$ cat src/rtl/ysyx_24090003_ifu.sv
// ============================================================================
// Module   : ysyx_24090003_ifu
// Brief    : Instruction fetch unit for a single-issue core.
//            The unit fetches one instruction at a time and offers it to the
//            decoder. It then waits for the execute stage to retire that
//            instruction before it fetches the next one. Only one
//            instruction is ever in flight.
//
// Ports    : i_clk            - clock; all state updates on the rising edge
//            i_rst            - synchronous, active-high reset
//            o_imem_req_valid - fetch request valid
//            i_imem_req_ready - memory accepts the request
//            o_imem_addr      - fetch address (always equal to o_pc)
//            i_imem_rvalid    - read data valid
//            i_imem_rdata     - fetched instruction word
//            o_inst_valid     - instruction offered to the decoder
//            i_inst_ready     - decoder accepts the instruction
//            o_inst           - held instruction
//            o_pc             - PC of the held or in-flight instruction
//            i_wb_valid       - execute stage retired; redirect inputs valid
//            i_pc_update      - take i_next_pc instead of PC+4
//            i_next_pc        - redirect target
//            o_fetch_misalign - sticky misaligned-redirect flag
//                               (present only with the macro below)
//
// Config   : YSYX_24090003_IFU_ALIGN_CHECK_EN
//            When defined, a redirect to a target that is not word aligned
//            sets o_fetch_misalign. The unit then halts in EXEC_WAIT until
//            the next reset.
//
// Revision : 1.0 - initial release
// ============================================================================
`default_nettype none

module ysyx_24090003_ifu #(
    parameter logic [31:0] P_RESET_PC = 32'h8000_0000
) (
    input  logic        i_clk,
    input  logic        i_rst,
    output logic        o_imem_req_valid,
    input  logic        i_imem_req_ready,
    output logic [31:0] o_imem_addr,
    input  logic        i_imem_rvalid,
    input  logic [31:0] i_imem_rdata,
    output logic        o_inst_valid,
    input  logic        i_inst_ready,
    output logic [31:0] o_inst,
    output logic [31:0] o_pc,
    input  logic        i_wb_valid,
    input  logic        i_pc_update,
    input  logic [31:0] i_next_pc
`ifdef YSYX_24090003_IFU_ALIGN_CHECK_EN
    ,
    output logic        o_fetch_misalign
`endif
);

    localparam logic [1:0] c_FETCH_REQ  = 2'd0;
    localparam logic [1:0] c_FETCH_WAIT = 2'd1;
    localparam logic [1:0] c_DELIVER    = 2'd2;
    localparam logic [1:0] c_EXEC_WAIT  = 2'd3;

    logic [1:0]  r_state;
    logic [1:0]  w_next_state;
    logic [31:0] r_pc;
    logic [31:0] r_inst;
    logic [31:0] w_redirect_pc;
    logic        w_wb_fire;
    logic        w_halted;
    logic        w_misalign_now;

`ifdef YSYX_24090003_IFU_ALIGN_CHECK_EN
    logic r_fetch_misalign;

    // Once the flag is set, retirement is no longer accepted. This freezes
    // the unit in EXEC_WAIT until the next reset.
    assign w_halted         = r_fetch_misalign;
    assign w_misalign_now   = w_wb_fire && i_pc_update && (i_next_pc[1:0] != 2'b00);
    assign o_fetch_misalign = r_fetch_misalign;

    always_ff @(posedge i_clk) begin
        if (i_rst) begin
            r_fetch_misalign <= 1'b0;
        end else if (w_misalign_now) begin
            r_fetch_misalign <= 1'b1;
        end
    end
`else
    assign w_halted       = 1'b0;
    assign w_misalign_now = 1'b0;
`endif

    // Retirement only counts in EXEC_WAIT. wb pulses in other states are
    // dropped here.
    assign w_wb_fire     = (r_state == c_EXEC_WAIT) && i_wb_valid && !w_halted;
    assign w_redirect_pc = i_pc_update ? i_next_pc : (r_pc + 32'd4);

    always_comb begin
        w_next_state = r_state;
        case (r_state)
            c_FETCH_REQ:  if (i_imem_req_ready) w_next_state = c_FETCH_WAIT;
            c_FETCH_WAIT: if (i_imem_rvalid)    w_next_state = c_DELIVER;
            c_DELIVER:    if (i_inst_ready)     w_next_state = c_EXEC_WAIT;
            c_EXEC_WAIT:  if (w_wb_fire && !w_misalign_now) w_next_state = c_FETCH_REQ;
            default:      w_next_state = c_FETCH_REQ;
        endcase
    end

    always_ff @(posedge i_clk) begin
        if (i_rst) begin
            r_state <= c_FETCH_REQ;
            r_pc    <= P_RESET_PC;
            r_inst  <= 32'd0;
        end else begin
            r_state <= w_next_state;
            // The PC still loads a misaligned target, so software can see
            // where the unit halted.
            if (w_wb_fire) begin
                r_pc <= w_redirect_pc;
            end
            // Read data is taken only while a response is expected. A
            // response that arrives late after a reset is ignored.
            if ((r_state == c_FETCH_WAIT) && i_imem_rvalid) begin
                r_inst <= i_imem_rdata;
            end
        end
    end

    // The request is masked during a reset cycle. The state is already
    // FETCH_REQ by then, so the request appears on the first cycle after
    // release.
    assign o_imem_req_valid = (r_state == c_FETCH_REQ) && !i_rst;
    assign o_imem_addr      = r_pc;
    assign o_pc             = r_pc;
    assign o_inst           = r_inst;
    assign o_inst_valid     = (r_state == c_DELIVER);

endmodule

`default_nettype wire

$ cat config.mk
export PLATFORM = sky130hd
export DESIGN_NAME = ysyx_24090003_ifu
export DESIGN_NICKNAME = d
export VERILOG_FILES = /design/src/rtl/ysyx_24090003_ifu.sv
export SDC_FILE = /design/constraint.sdc
export NUM_CORES = 1
export LEC_CHECK = 0
export CORE_ASPECT_RATIO = 0.75
export CORE_MARGIN = 2
export CORE_UTILIZATION = 41
export CTS_CLUSTER_SIZE = 28
export DETAILED_ROUTE_END_ITERATION = 10
export PLACE_DENSITY_LB_ADDON = 0.25
export RECOVER_POWER = 50
export SKIP_CTS_REPAIR_TIMING = 1
export SLEW_MARGIN = 25
export SYNTH_ARGS = -nofsm -noshare
export SYNTH_HDL_FRONTEND = slang
export SYNTH_SLANG_ARGS = --single-unit
$ cat constraint.sdc
create_clock -name i_clk -period 2.5 [get_ports i_clk]
set_input_delay 0.625 -clock i_clk [delete_from_list [all_inputs] [get_ports i_clk]]
set_output_delay 0.625 -clock i_clk [all_outputs]
set_load 0.01 [all_outputs]
Word level (Yosys, flattened, before mapping)
Index checks and enable logic that the tools add are counted.
Widths: inputs -> output; s select.
{"block": "classes", "reduce_logical": 6, "n_eq_ne": 7, "add_sub_neg": 1, "muxes": 6}
{"op": "$add 32x3->32 const B", "count": 1}
{"op": "$mux 32", "count": 1}
{"op": "$mux 2", "count": 4}
{"op": "$pmux 2 s4", "count": 1}
{"op": "$ne 2x2->1 const B", "count": 3}
{"op": "$eq 2x2->1 const B", "count": 2}
{"op": "$reduce_and 4->1", "count": 1}
{"op": "$logic_and 1x1->1", "count": 3}
{"op": "$eq 2x1->1 const B", "count": 1}
{"op": "$logic_not 2->1", "count": 1}
{"op": "$ne 2x1->1 const B", "count": 1}
{"op": "$logic_not 1->1", "count": 1}
{"block": "totals", "ff_bits": 66, "word_cells": 23, "in_bits": 71}

Longest topological paths before layout
Gate-level depths: netlist (run 1).
{"block": "logic_depth", "depth_word": 4, "ltp_mapped": 8, "mapped_depth_nobuf": 7}

Worst setup path after synthesis (run 1)
No wires, ideal clock.
{"block": "synth_timing", "path_type": "register to register", "startpoint": "reg r_pc[2] (netlist: o_imem_addr[2])", "endpoint": "reg r_pc[28] (netlist: o_imem_addr[28])", "required_time_ps": 2368, "path_buffers": 0, "setup_slack_ps": 311, "setup_time_ps": 132, "period_less_slack_ps": 2189, "t_arrival_ps": 2057, "path_stages_with_launch": 7, "cell_sequence": "dfxtp_1 ha_1 nand4_4 or4_4 nor4_2 mux2i_1 o22ai_1"}
{"block": "synth_via", "elab_chain_cells": 2}
{"element": "from (decl)", "line": "65", "text": "logic [31:0] r_pc;"}
{"element": "from (signal assigned)", "line": "119", "text": "r_pc <= w_redirect_pc;"}
{"element": "$add 32x3->32", "line": "96", "text": "assign w_redirect_pc = i_pc_update ? i_next_pc : (r_pc + 32'd4);"}
{"element": "$mux 32", "line": "96"}
Every way passes these cells.
A chain may end at the register's enable or synchronous reset.

Final worst setup path (run 1)
{"block": "layout_timing", "startpoint": "reg r_state[0]", "endpoint": "out o_imem_req_valid"}
{"block": "layout_via", "elab_chain_cells": 2}
{"element": "from (decl)", "line": "63", "text": "logic [1:0] r_state;"}
{"element": "from (signal assigned)", "line": "111", "text": "r_state <= c_FETCH_REQ;"}
{"element": "from (signal assigned)", "line": "115", "text": "r_state <= w_next_state;"}
{"element": "$logic_not 2->1", "line": "132", "text": "assign o_imem_req_valid = (r_state == c_FETCH_REQ) && !i_rst;"}
{"element": "$logic_and 1x1->1", "line": "132"}
{"element": "to (decl)", "line": "40", "text": "output logic o_imem_req_valid,"}
Every way passes these cells.

==> summary by stage, run 1 <==
Worst setup path
The highest net fanout along the worst path is 4. The endpoint class of the critical path is a primary output. The type of element launching the critical path is a flop. The worst path arrival time is 1.66 ns. The critical path is of the reg2out type. The data required time of the critical path is 1.88 ns.

Global routing
For met3 alone, demand over resource in global routing was 0.0550. The number of antenna violations at the first check in global routing came to 0. The met2 track demand over resource in global routing is 0.364. The met1 usage in global routing is 0.315. The via count of the first global-routing pass is 3,478.

The overall routing resource usage is 0.228. In this run the most used layer during global routing was met2. The first global-routing pass estimated about 18 mm of wire.

Entering global routing, the biggest net connects 69 pins. After global routing the overflow that remains totals 0.

Clock network
The tree is rooted in a sky130_fd_sc_hd__clkbuf_16. Buffers inserted during clock tree synthesis total 9. The clock edge transition at the registers on the reported setup and hold paths is 0.06 ns.

The maximum clock insertion buffer count is 2. The clock sink count is 66. The H-tree was split into 3 levels. The clock latency of the later-clocked register in the worst-skew pair is 0.33 ns. TritonCTS built the clock tree.

Yosys
Counting flops with an async set or reset pin after synthesis yields a share of 0. Counting flops and latches in the post-synthesis netlist gives 66. Of the synthesized area, sequential elements account for 0.369.

The synthesized instance count is 469. By area the synthesized netlist is led by sky130_fd_sc_hd__dfxtp_1 (37%), sky130_fd_sc_hd__nand2_1 (9.0%), sky130_fd_sc_hd__a21oi_1 (7.8%). The share of synthesized area in the top cell type comes to 0.369. The synthesized design contains 0 enable-type register cells.

Of all cell types, the one taking the most synthesized area is sky130_fd_sc_hd__dfxtp_1. Summing every instance area after synthesis gives 0.00358 sq mm. The number of library cell types mapped by synthesis is 51. The synthesized netlist net count is 545. During synthesis, Yosys emitted a total of 0 warnings.

After synthesis, the mean cell area works out to 7.64 sq um. The commonest register cell after synthesis is sky130_fd_sc_hd__dfxtp_1.

Routing
The total iterations of the first detailed-routing run is 5. The total number of vias is 3,832. After the first detailed-routing iteration, the DRC count stood at between 200 and 250. The post-detailed-route via-to-cell ratio is 5.37. The final layout contains routed wiring with a total length of 11.1 mm. The detail-routed net length per standard cell is 15.6 microns.

The final antenna-violating net count is 0. For this run, design rule violations remaining after detail routing come to 0.

Layout
The cell area after layout is 0.00550 sq mm. The number of nets in the layout is 676. The area growth from synthesis to final layout is 53.5%. The final cell count without fillers is a little over 700. In the final layout, the share of cells above drive strength 1 is 0.0728. The share of the core filled with cells is 0.650.

STA
Dividing the final minimum period by the clock period gives 0.913. The final worst slack is 0.216 ns. Setup repair after global routing left no endpoint under its margin. The final max-slew violation count is 0. The final setup TNS is 0 ns. Clock skew on the completed layout was measured at ~0.0063 ns. Setup violations remaining at the end of the flow were counted as 0. The maximum clock rate is between 400 and 500 MHz.

The worst max-slew margin expressed relative to the limit is 0.509. The number of failing hold endpoints at the final stage is 0. The worst path needs 2.28 ns of the cycle, external delays included. The slew at the pin closest to its max-slew limit is 0.737 ns.

Floorplanning
Measured along the x axis, the die boundary spans 112 microns. After floorplanning, the core was divided into 29 placement rows. The initial utilization of the core area, before any placement, comes to 0.424. The total area inside the core boundary comes to 0.00845 sq mm.

The die covers 0.00951 sq mm. The number of top-level pins is around 170. The die height is 85.0 microns.

Worst hold path
The type of the tightest min-delay check is reg2reg.

Placement
During placement, the flow inserted port buffers numbering 168. Timing analysis after detailed placement gives a worst setup slack of about 0.13 ns. The post-placement cell count is 697. Routability-driven placement finished with a final weighted congestion of 0.900.

The placement-stage cell area is just over 0.005 sq mm. Summed over all nets, the half-perimeter wirelength after detailed placement is between 8 and 9 mm.

Pwr
The power per unit of standard cell area is approximately 650 mW/mm^2. The maximum VDD drop is about 0.34 mV. Summed over all cells, the static leakage comes to 0.00206 uW.

Run
Across the run, the number of max-cap violations was 0.

Outcome
The run finished with clean final reports.
## layout make-up
cell class,instances,area [sq um]
antenna,1,2.50
clock inverter,6,115
fill,750,2960
sequential,66,1320
clock buffer,9,225
multi-input combinational,327,1850
inverter,10,37.5
timing repair buffer,186,1810
tap,108,135
## layer usage
metal  routed length (microns)  share of wire
met1                      4990           0.45
met2                      5280           0.48
met3                       758          0.068
met5                         0              0
met4                        54         0.0049
## critical path: stages, from the launching register on
cell                              delay [ns]
sky130_fd_sc_hd__dfxtp_1                0.33
sky130_fd_sc_hd__inv_1                  0.09
sky130_fd_sc_hd__ha_1                   0.19
sky130_fd_sc_hd__nor2b_1                0.15
sky130_fd_sc_hd__clkdlybuf4s50_1        0.56
## final timing paths
| kind | from | to | slack, ns | cells after the start |
|---|---|---|---|---|
| max | r_state[0] | o_imem_req_valid | 0.22 | 4 |
| max reg2reg | o_imem_addr[4] | o_imem_addr[15] | 0.36 | 5 |
| min | o_inst[13] | o_inst[13] | 0.45 | 2 |
| min reg2reg | o_inst[13] | o_inst[13] | 0.45 | 2 |
## Yosys cell counts (all sizes together), types with 2 or more instances
cell type and n:
ha 5, nor3 7, nand2b 3, a32o 2
nand4 11, nor4 10, and3 8, nand2 86
and2 4, o41ai 2, dfxtp 66, a211oi 7
buf 40, o31ai 5, a21oi 56, o211ai 2
nand3 16, or2 2, a22oi 8, or4 3
o21ai 15, a31oi 4, clkbuf 26, o21bai 3
inv 10, o22ai 6, nor2 36, a22o 4
mux2i 10
## kinds of logic after synthesis
family	Yosys count	share of synthesized area
buffers and inverters	76	0.114
adders and majority gates	5	0.0175
AOI/OAI and AO/OA	121	0.208
DFF	66	0.369
muxes	11	0.0311
and+or+nand+nor	190	0.261
## through the flow
stage	total power, uW	hold WS, ns
after global routing	3730	0.465
final	3550	0.449
after floorplan	1720	0.481
after CTS	3620	0.453
after global placement	2140	0.442
after detailed placement	2170	0.446
## power breakdown
part	leakage, uW	internal, uW	switching (uW)	total [uW]
Combinational	0.00136	437	434	871
Clock	0.000162	973	468	1440
Sequential	0.000534	1160	82.1	1240
## flip-flops by register name, indices dropped and copies added (netlist names)
signal / flops
o_imem_addr: 32
o_inst: 32
r_state: 2
## layout by cell type (no fill, tap or decap), types with 7 or more instances in the layout
cell	instances
sky130_fd_sc_hd__a211oi_1	7
sky130_fd_sc_hd__a21oi_1	56
sky130_fd_sc_hd__a22oi_1	8
sky130_fd_sc_hd__and3_1	8
sky130_fd_sc_hd__buf_4	14
sky130_fd_sc_hd__clkbuf_16	9
sky130_fd_sc_hd__clkdlybuf4s50_1	125
sky130_fd_sc_hd__dfxtp_1	66
sky130_fd_sc_hd__dlygate4sd3_1	41
sky130_fd_sc_hd__inv_1	10
sky130_fd_sc_hd__mux2i_1	10
sky130_fd_sc_hd__nand2_1	86
sky130_fd_sc_hd__nand3_1	15
sky130_fd_sc_hd__nand4_1	9
sky130_fd_sc_hd__nor2_1	36
sky130_fd_sc_hd__o21ai_0	9
No activity file was read; power rests on OpenSTA's default activity.
==> run 2, diff against run 1 <==
Settings changed: GPL_TIMING_DRIVEN set to 0.
==> summary by stage, run 2 (same netlist as run 1, synthesis figures left out) <==
Floorplanning
The number of top-level pins is 169. The horizontal extent of the die is 112 microns. The die is 85.0 microns tall. The area of the die is around 0.0095 sq mm. The placeable core region is between 0.008 and 0.009 sq mm. The starting density of the core is 0.424.

The number of placement rows is 29.

Pwr
Summed over all nets, the switching power comes to 1040 uW. The part of the total power dissipated in combinational logic is 0.252. The power per unit of standard cell area is 636 mW/mm^2. The leakage power summed over all cells is 0.00222 uW. The switching fraction of total power is 0.283.

The maximum VDD drop is 0.377 mV. Of the total power, registers draw 0.341. Of the total power, the clock network draws 0.407. The internal power of the cells totals 2620 uW. The total design power is 3660 uW.

Layout
The top cell types in the final layout, fill and taps aside, are sky130_fd_sc_hd__clkdlybuf4s50_1 (118), sky130_fd_sc_hd__nand2_1 (86), sky130_fd_sc_hd__dfxtp_1 (65). In the final layout, the share of cells above drive strength 1 is 0.0997. The number of nets in the layout is about 720. The multi-input combinational cell area is around 0.0019 sq mm. Leaving out fill and tap cells, the most frequent cell in the layout is sky130_fd_sc_hd__clkdlybuf4s50_1.

Relative to the synthesized area, the layout overhead comes to 60.4%. 0 antenna diodes ended up in the layout. The fill cell instance count of the final layout is 720. In the final layout, flip-flops and latches occupy 0.00132 sq mm.

The cell area after layout is 0.00575 sq mm.

Global routing
The largest net degree at the start of global routing is 13. For met2 alone, demand over resource in global routing was 0.414. The via count of the first global-routing pass is 4,045. The first global-routing pass estimated about 20 mm of wire. The total overflow reported by the global router is 0.

Across every metal layer, demand over resource in global routing totals 0.262. In this run the most used layer during global routing was met2. The fraction of met3 tracks used by global routing is 0.0657. The number of antenna violations at the first check in global routing is 0.

For met1 alone, demand over resource in global routing was 0.353.

STA
Setup repair after global routing could not meet its margin everywhere. Between clock sinks in the finished design, the worst skew comes to slightly below 0.009 ns. The minimum clock period after layout is ~2.5 ns. Setup violations remaining at the end of the flow were counted as 0. The final max-slew violation count is 0. The number of failing hold endpoints at the final stage was 0. The worst max-slew margin expressed relative to the limit is 0.535. The final worst slack is around 0.046 ns.

The period utilization is 0.982. The final setup TNS is 0 ns. Timing would allow up to 407 MHz. The slew at the pin closest to its max-slew limit is 0.698 ns.

Clock network
The root buffer cell is sky130_fd_sc_hd__clkbuf_16. The clock sink count is between 60 and 70. In this run the number of H-tree levels came out at 3. The TritonCTS clock tree is yes.

The maximum clock insertion buffer count is 2. Clock tree synthesis inserted a total of 9 buffers. After clock tree synthesis, the clock-pin slew on the worst setup and hold paths is 0.06 ns. The clock latency of the later-clocked register in the worst-skew pair is 0.33 ns.

Run
The tool flagged a number of max-cap violations equal to 0.

Routing
The detailed router finished its first iteration with 363 violations. The total number of vias is about 4,200. In the routed design, unresolved DRC markers number 0. The overall routed net length is 12.7 mm.

The detail-routed net length per standard cell is 16.7 microns. The detail route stage leaves a number of antenna-violating nets equal to 0. The post-detailed-route via-to-cell ratio is around 5.5. Before antenna repair, the detailed router went through 5 iterations.

Worst setup path
The worst path arrival time is 1.83 ns. The endpoint class of the critical path is a primary output. The worst setup path is launched from an input pin. STA puts the critical path data required time at about 1.9 ns. In this run the worst path has a maximum fanout of 10. By startpoint and endpoint, the worst setup path is classified as in2out.

Placement
The congestion estimate from routability-driven global placement came to 0.900. Buffers placed on the I/O ports in this run total 167. Before CTS, the worst setup slack after placement is -0.287 ns. The estimated wirelength of the detail-placed design is approximately 9.4 mm.

Summing all placed instances gives a cell area of 0.00539 sq mm.

Worst hold path
The type of the tightest min-delay check is reg2reg.

Outcome
The run finished with clean final reports.
run 2: changes by cell type in the layout (fill, tap and decap cells not counted), sizes merged:
cell	previous run	this run
clkbuf	12	36
clkinv	1	2
diode	1	0
buf	17	40
clkdlybuf4s50	125	118
clkinvlp	1	0
dlygate4sd3	41	49
run 2: final cells by class:
type | instances | share of cell area
clock buffers | 10 | 0.0416
flip-flops and latches | 66 | 0.230
inverters | 10 | 0.00653
multi-input cells | 327 | 0.323
clock inverters | 6 | 0.0196
well taps | 108 | 0.0235
repair buffers | 167 | 0.291
plain buffers | 66 | 0.0649
run 2: worst paths after layout:
path | from | to | slack [ns] | cells past startpoint
setup / recovery | i_rst | o_imem_req_valid | 0.05 | 4
hold / removal | o_inst[11] | o_inst[11] | 0.45 | 2
setup reg to reg | o_imem_addr[3] | o_imem_addr[28] | 0.08 | 6
hold reg to reg | o_inst[11] | o_inst[11] | 0.45 | 2
run 2: worst max-delay path, cell delays in order:
cell	delay (ns)
sky130_fd_sc_hd__clkbuf_1	0.28
sky130_fd_sc_hd__clkbuf_2	0.34
sky130_fd_sc_hd__nor2b_1	0.08
sky130_fd_sc_hd__clkdlybuf4s50_1	0.50
run 2: per-stage QoR:
| stage | hold slack [ns] | std cells | utilization |
|---|---|---|---|
| final | 0.449 | 760 | 0.680 |
| after global routing | 0.465 | 760 | 0.680 |
| after CTS | 0.455 | 760 | 0.679 |
| after detailed placement | 0.447 | 744 | 0.637 |
| after global placement | 0.442 | 744 | 0.637 |
| after floorplan | 0.481 | 469 | - |
run 2: layer usage:
layer	up-vias	wire [microns]
met1	1935	5420
li1	1988	-
met2	211	5860
met5	-	0
met3	33	1120
met4	0	272
run 2: power by group through the flow:
stage	registers [uW]	logic, uW	clock network, uW
global placement	1260	916	0
detailed placement	1270	942	0
floorplan	1300	428	0
CTS	1250	950	1500
global route	1260	1010	1540
finish	1250	922	1490
==> run 3, diff against run 2 <==
Settings changed: ABC_AREA set to 1, CORE_UTILIZATION 41 to 42, GPL_ROUTABILITY_DRIVEN set to 0.
==> summary by stage, run 3 <==
Routing
The overall routed net length is 12.2 mm. In this run, the number of DRC markers left after iteration 0 of detailed routing was 268. After detailed routing, the number of vias per cell comes to 5.11.

The post-detailed-route DRC marker count is 0. The count of nets left with antenna violations once routing finished came out at 0. The detail-routed net length per standard cell is 14.4 microns. For this block, the via count after detailed routing is 4,322.

The pre-antenna-repair detailed-routing pass consisted of 5 iterations.

STA
The worst path meets setup with 0.245 ns of slack. The clock period could shrink to about 2.3 ns. Setup violations remaining at the end of the flow were counted as 0.

Setup repair after global routing left no endpoint under its margin. The maximum clock rate is 444 MHz. The final max-slew violation count came to 0. Clock skew on the completed layout was measured at 0.00979 ns. In this run the tightest slew margin relative to its limit is 0.601.

The number of failing hold endpoints at the final stage came to 0. The slew at the pin closest to its max-slew limit is 0.598 ns. In the finished design, the share of the clock period the worst path needs comes to 0.902.

The worst hold slack after final layout is ~0.47 ns.

Placement
Detailed placement ended at an HPWL of 9.58 mm. The setup slack after placement is -0.298 ns. Counting tap cells, the placed design contains a total of 829 instances. Port buffering added ~170 buffers.

Layout
The share of the core filled with cells is 0.682. Leaving out fill and tap cells, the most frequent cell in the layout is sky130_fd_sc_hd__nor2_1. Of the cells placed in the final design, the portion with a size suffix greater than 1 is 0.106. After the last flow step, the layout net total stands at 808. The area growth from synthesis to layout is 56.5%.

The antenna cell count is 0. The finished layout holds roughly 850 standard cells, fillers aside. In the layout the commonest cells are sky130_fd_sc_hd__nor2_1 (132), sky130_fd_sc_hd__clkdlybuf4s50_1 (120), sky130_fd_sc_hd__nand2_1 (102).

Yosys
The synthesized netlist occupies a cell area of between 0.003 and 0.004 sq mm. Averaged over all synthesized cells, the footprint is 6.69 sq um. Among all flip-flop cells after synthesis, the most frequent one is sky130_fd_sc_hd__dfxtp_1.

The count of yosys warnings during synthesis is 0. The cell count after synthesis came out at between 500 and 600. Of the post-synthesis cell area, the dominant cell type holds 0.357. Yosys mapped the design onto 35 distinct sky130hd cell types. The commonest cells after synthesis are sky130_fd_sc_hd__nor2_1 (132), sky130_fd_sc_hd__nand2_1 (102), sky130_fd_sc_hd__dfxtp_1 (66). The largest total area in the synthesized netlist belongs to sky130_fd_sc_hd__dfxtp_1. The most frequent cell after synthesis is sky130_fd_sc_hd__nor2_1. After synthesis, the share of flip-flops with an asynchronous set or reset is 0.

The number of nets in the synthesized netlist is about 630. Counting flops and latches in the post-synthesis netlist gives 66. Yosys mapped a number of flops with a built-in enable equal to 0. Sorting the synthesized cells by area gives the leading types as sky130_fd_sc_hd__dfxtp_1 (36%), sky130_fd_sc_hd__nor2_1 (13%), sky130_fd_sc_hd__nand2_1 (10%). The sequential-to-total area share from yosys stat is 0.357.

Worst hold path
The type of the tightest min-delay check is reg2reg. The worst hold path begins at o_inst[31].

Worst setup path
The endpoint class of the critical path is a flop. The master of the slowest instance on the critical path is sky130_fd_sc_hd__dlygate4sd3_1. The critical path goes through dlygate4sd3_1, nand2_1, clkbuf_1, buf_2, nand2_1, a21oi_1. The data required time of the critical path is 2.76 ns. STA classifies the critical path startpoint as an input pin. For this run, the slowest stage of the critical path takes 0.57 ns. The critical path is of the in2reg type. The endpoint of the lowest-slack register-to-register path is o_imem_addr[15]. The cell count of the worst reg-to-reg path is 6. Among the stages of the critical path, the cell type that occurs most often is sky130_fd_sc_hd__nand2_1.

The launch point of the critical path is i_wb_valid. Across all register-to-register paths, the minimum setup slack is 0.57 ns. The highest net fanout along the worst path is 10. The worst path arrival time is 2.52 ns. The beginning of the worst register-to-register path is r_state[0]. The termination of the worst setup path is o_imem_addr[15].

Floorplanning
The placeable core region is approximately 0.0085 sq mm. For this configuration, the core starts out at a cell density of 0.436. The die height is ~85 microns. The horizontal extent of the die is roughly 110 microns. The floorplan step defined a die boundary enclosing 0.00958 sq mm. The number of top-level pins is 169.

The number of placement rows is 29.

Clock network
The clock edge transition at the registers on the reported setup and hold paths is around 0.06 ns. No sink is reached through more buffers than the 2 on the longest clock path. The tree is rooted in a sky130_fd_sc_hd__clkbuf_16. At the later pin of the worst-skew pair, clock insertion delay measures 0.33 ns. The total number of H-tree levels is 3. TritonCTS built the clock tree.

The clock net in this run drives a total of 66 sinks. Clock tree synthesis inserted a total of 9 buffers.

Global routing
The number of antenna violations at the first check in global routing was 0. In the global route stage, overall resource usage came out at 0.250. The via count of the first global-routing pass is roughly 4,000.

The first global-routing pass estimated 19.3 mm of wire. The total overflow reported by the global router is 0. The largest net degree at the start of global routing is 14.

Pwr
In this run the power spent charging and discharging nets is approximately 1100 uW. The internal portion of the total power is between 2000 and 2500 uW. The portion of total power attributed to sequential cells is 0.373. The share of total power dissipated in combinational logic is 0.295. The maximum VDD drop is ~0.48 mV. Of the total power, the share spent switching nets is 0.320.

Of the total power, the clock network draws 0.332. The leakage power summed over all cells is 0.00220 uW. The total design power is around 3600 uW. The power per unit of standard cell area is 613 mW/mm^2.

Run
The reported max-cap violation count is 0.

Outcome
The run finished with clean final reports.
## run 3: changes by cell type after synthesis, sizes merged, moves of 5 or more
cell and change:
a21oi -33, nor4 -10, inv +25, o21ai +31, a211oi -5, mux2i -10
clkbuf -13, and3 -8, nand3 +16, nor2 +107, nand2 +21, o31ai -5
nand4 -6
## run 3: area by class of cell
cell class,instances,area (sq um)
fillers,739,2700
multi-input cells,399,1920
repair buffers,168,1680
flip-flops and latches,66,1320
plain buffers,52,325
clock buffers,9,225
inverters,36,135
well taps,108,135
clock inverters,7,53.8
## run 3: worst min-delay path by stage
stage	to	cells after the start	slack [ns]
final	o_inst[31]	2	0.47
after global routing	o_inst[30]	2	0.50
after CTS	o_inst[31]	2	0.48
after detailed placement	o_inst[31]	2	0.47
after global placement	o_inst[11]	2	0.46
after floorplan	o_inst[0]	2	0.51
## run 3: cells by family (layout without fill, tap and decap cells)
group                      count (synthesis)  after routing  synth area share
and+or+nand+nor                          294            294             0.344
DFF                                       66             66             0.357
adders and majority gates                  5              5            0.0169
buffers and inverters                     88            272             0.124
AOI/OAI and AO/OA                        100            100             0.159
## run 3: stage by stage
stage	setup TNS, ns	area, sq um
after floorplan	0	3700
after global placement	-0.301	5520
after detailed placement	-0.298	5520
after CTS	-0.309	5800
after global routing	0	5790
final	0	5790
## run 3: routing by layer
metal	wire length, microns	global-route usage
met5	0	0
met3	1100	0.0629
met1	5390	0.335
met2	5530	0.404
met4	187	0.0665
## run 3: power by group through the flow
stage	sequential [uW]	combinational, uW	clock [uW]
after detailed placement	1350	1090	0
after global routing	1350	1160	1240
after CTS	1330	1100	1190
final	1320	1050	1180
after global placement	1340	1060	0
after floorplan	1400	447	0
## run 3: worst max-delay path, delay by kind of cell
kind | cells | cell delay, ns
AOI/OAI and AO/OA | 1 | 0.17
buffers and inverters | 3 | 1.39
and+or+nand+nor | 2 | 0.33
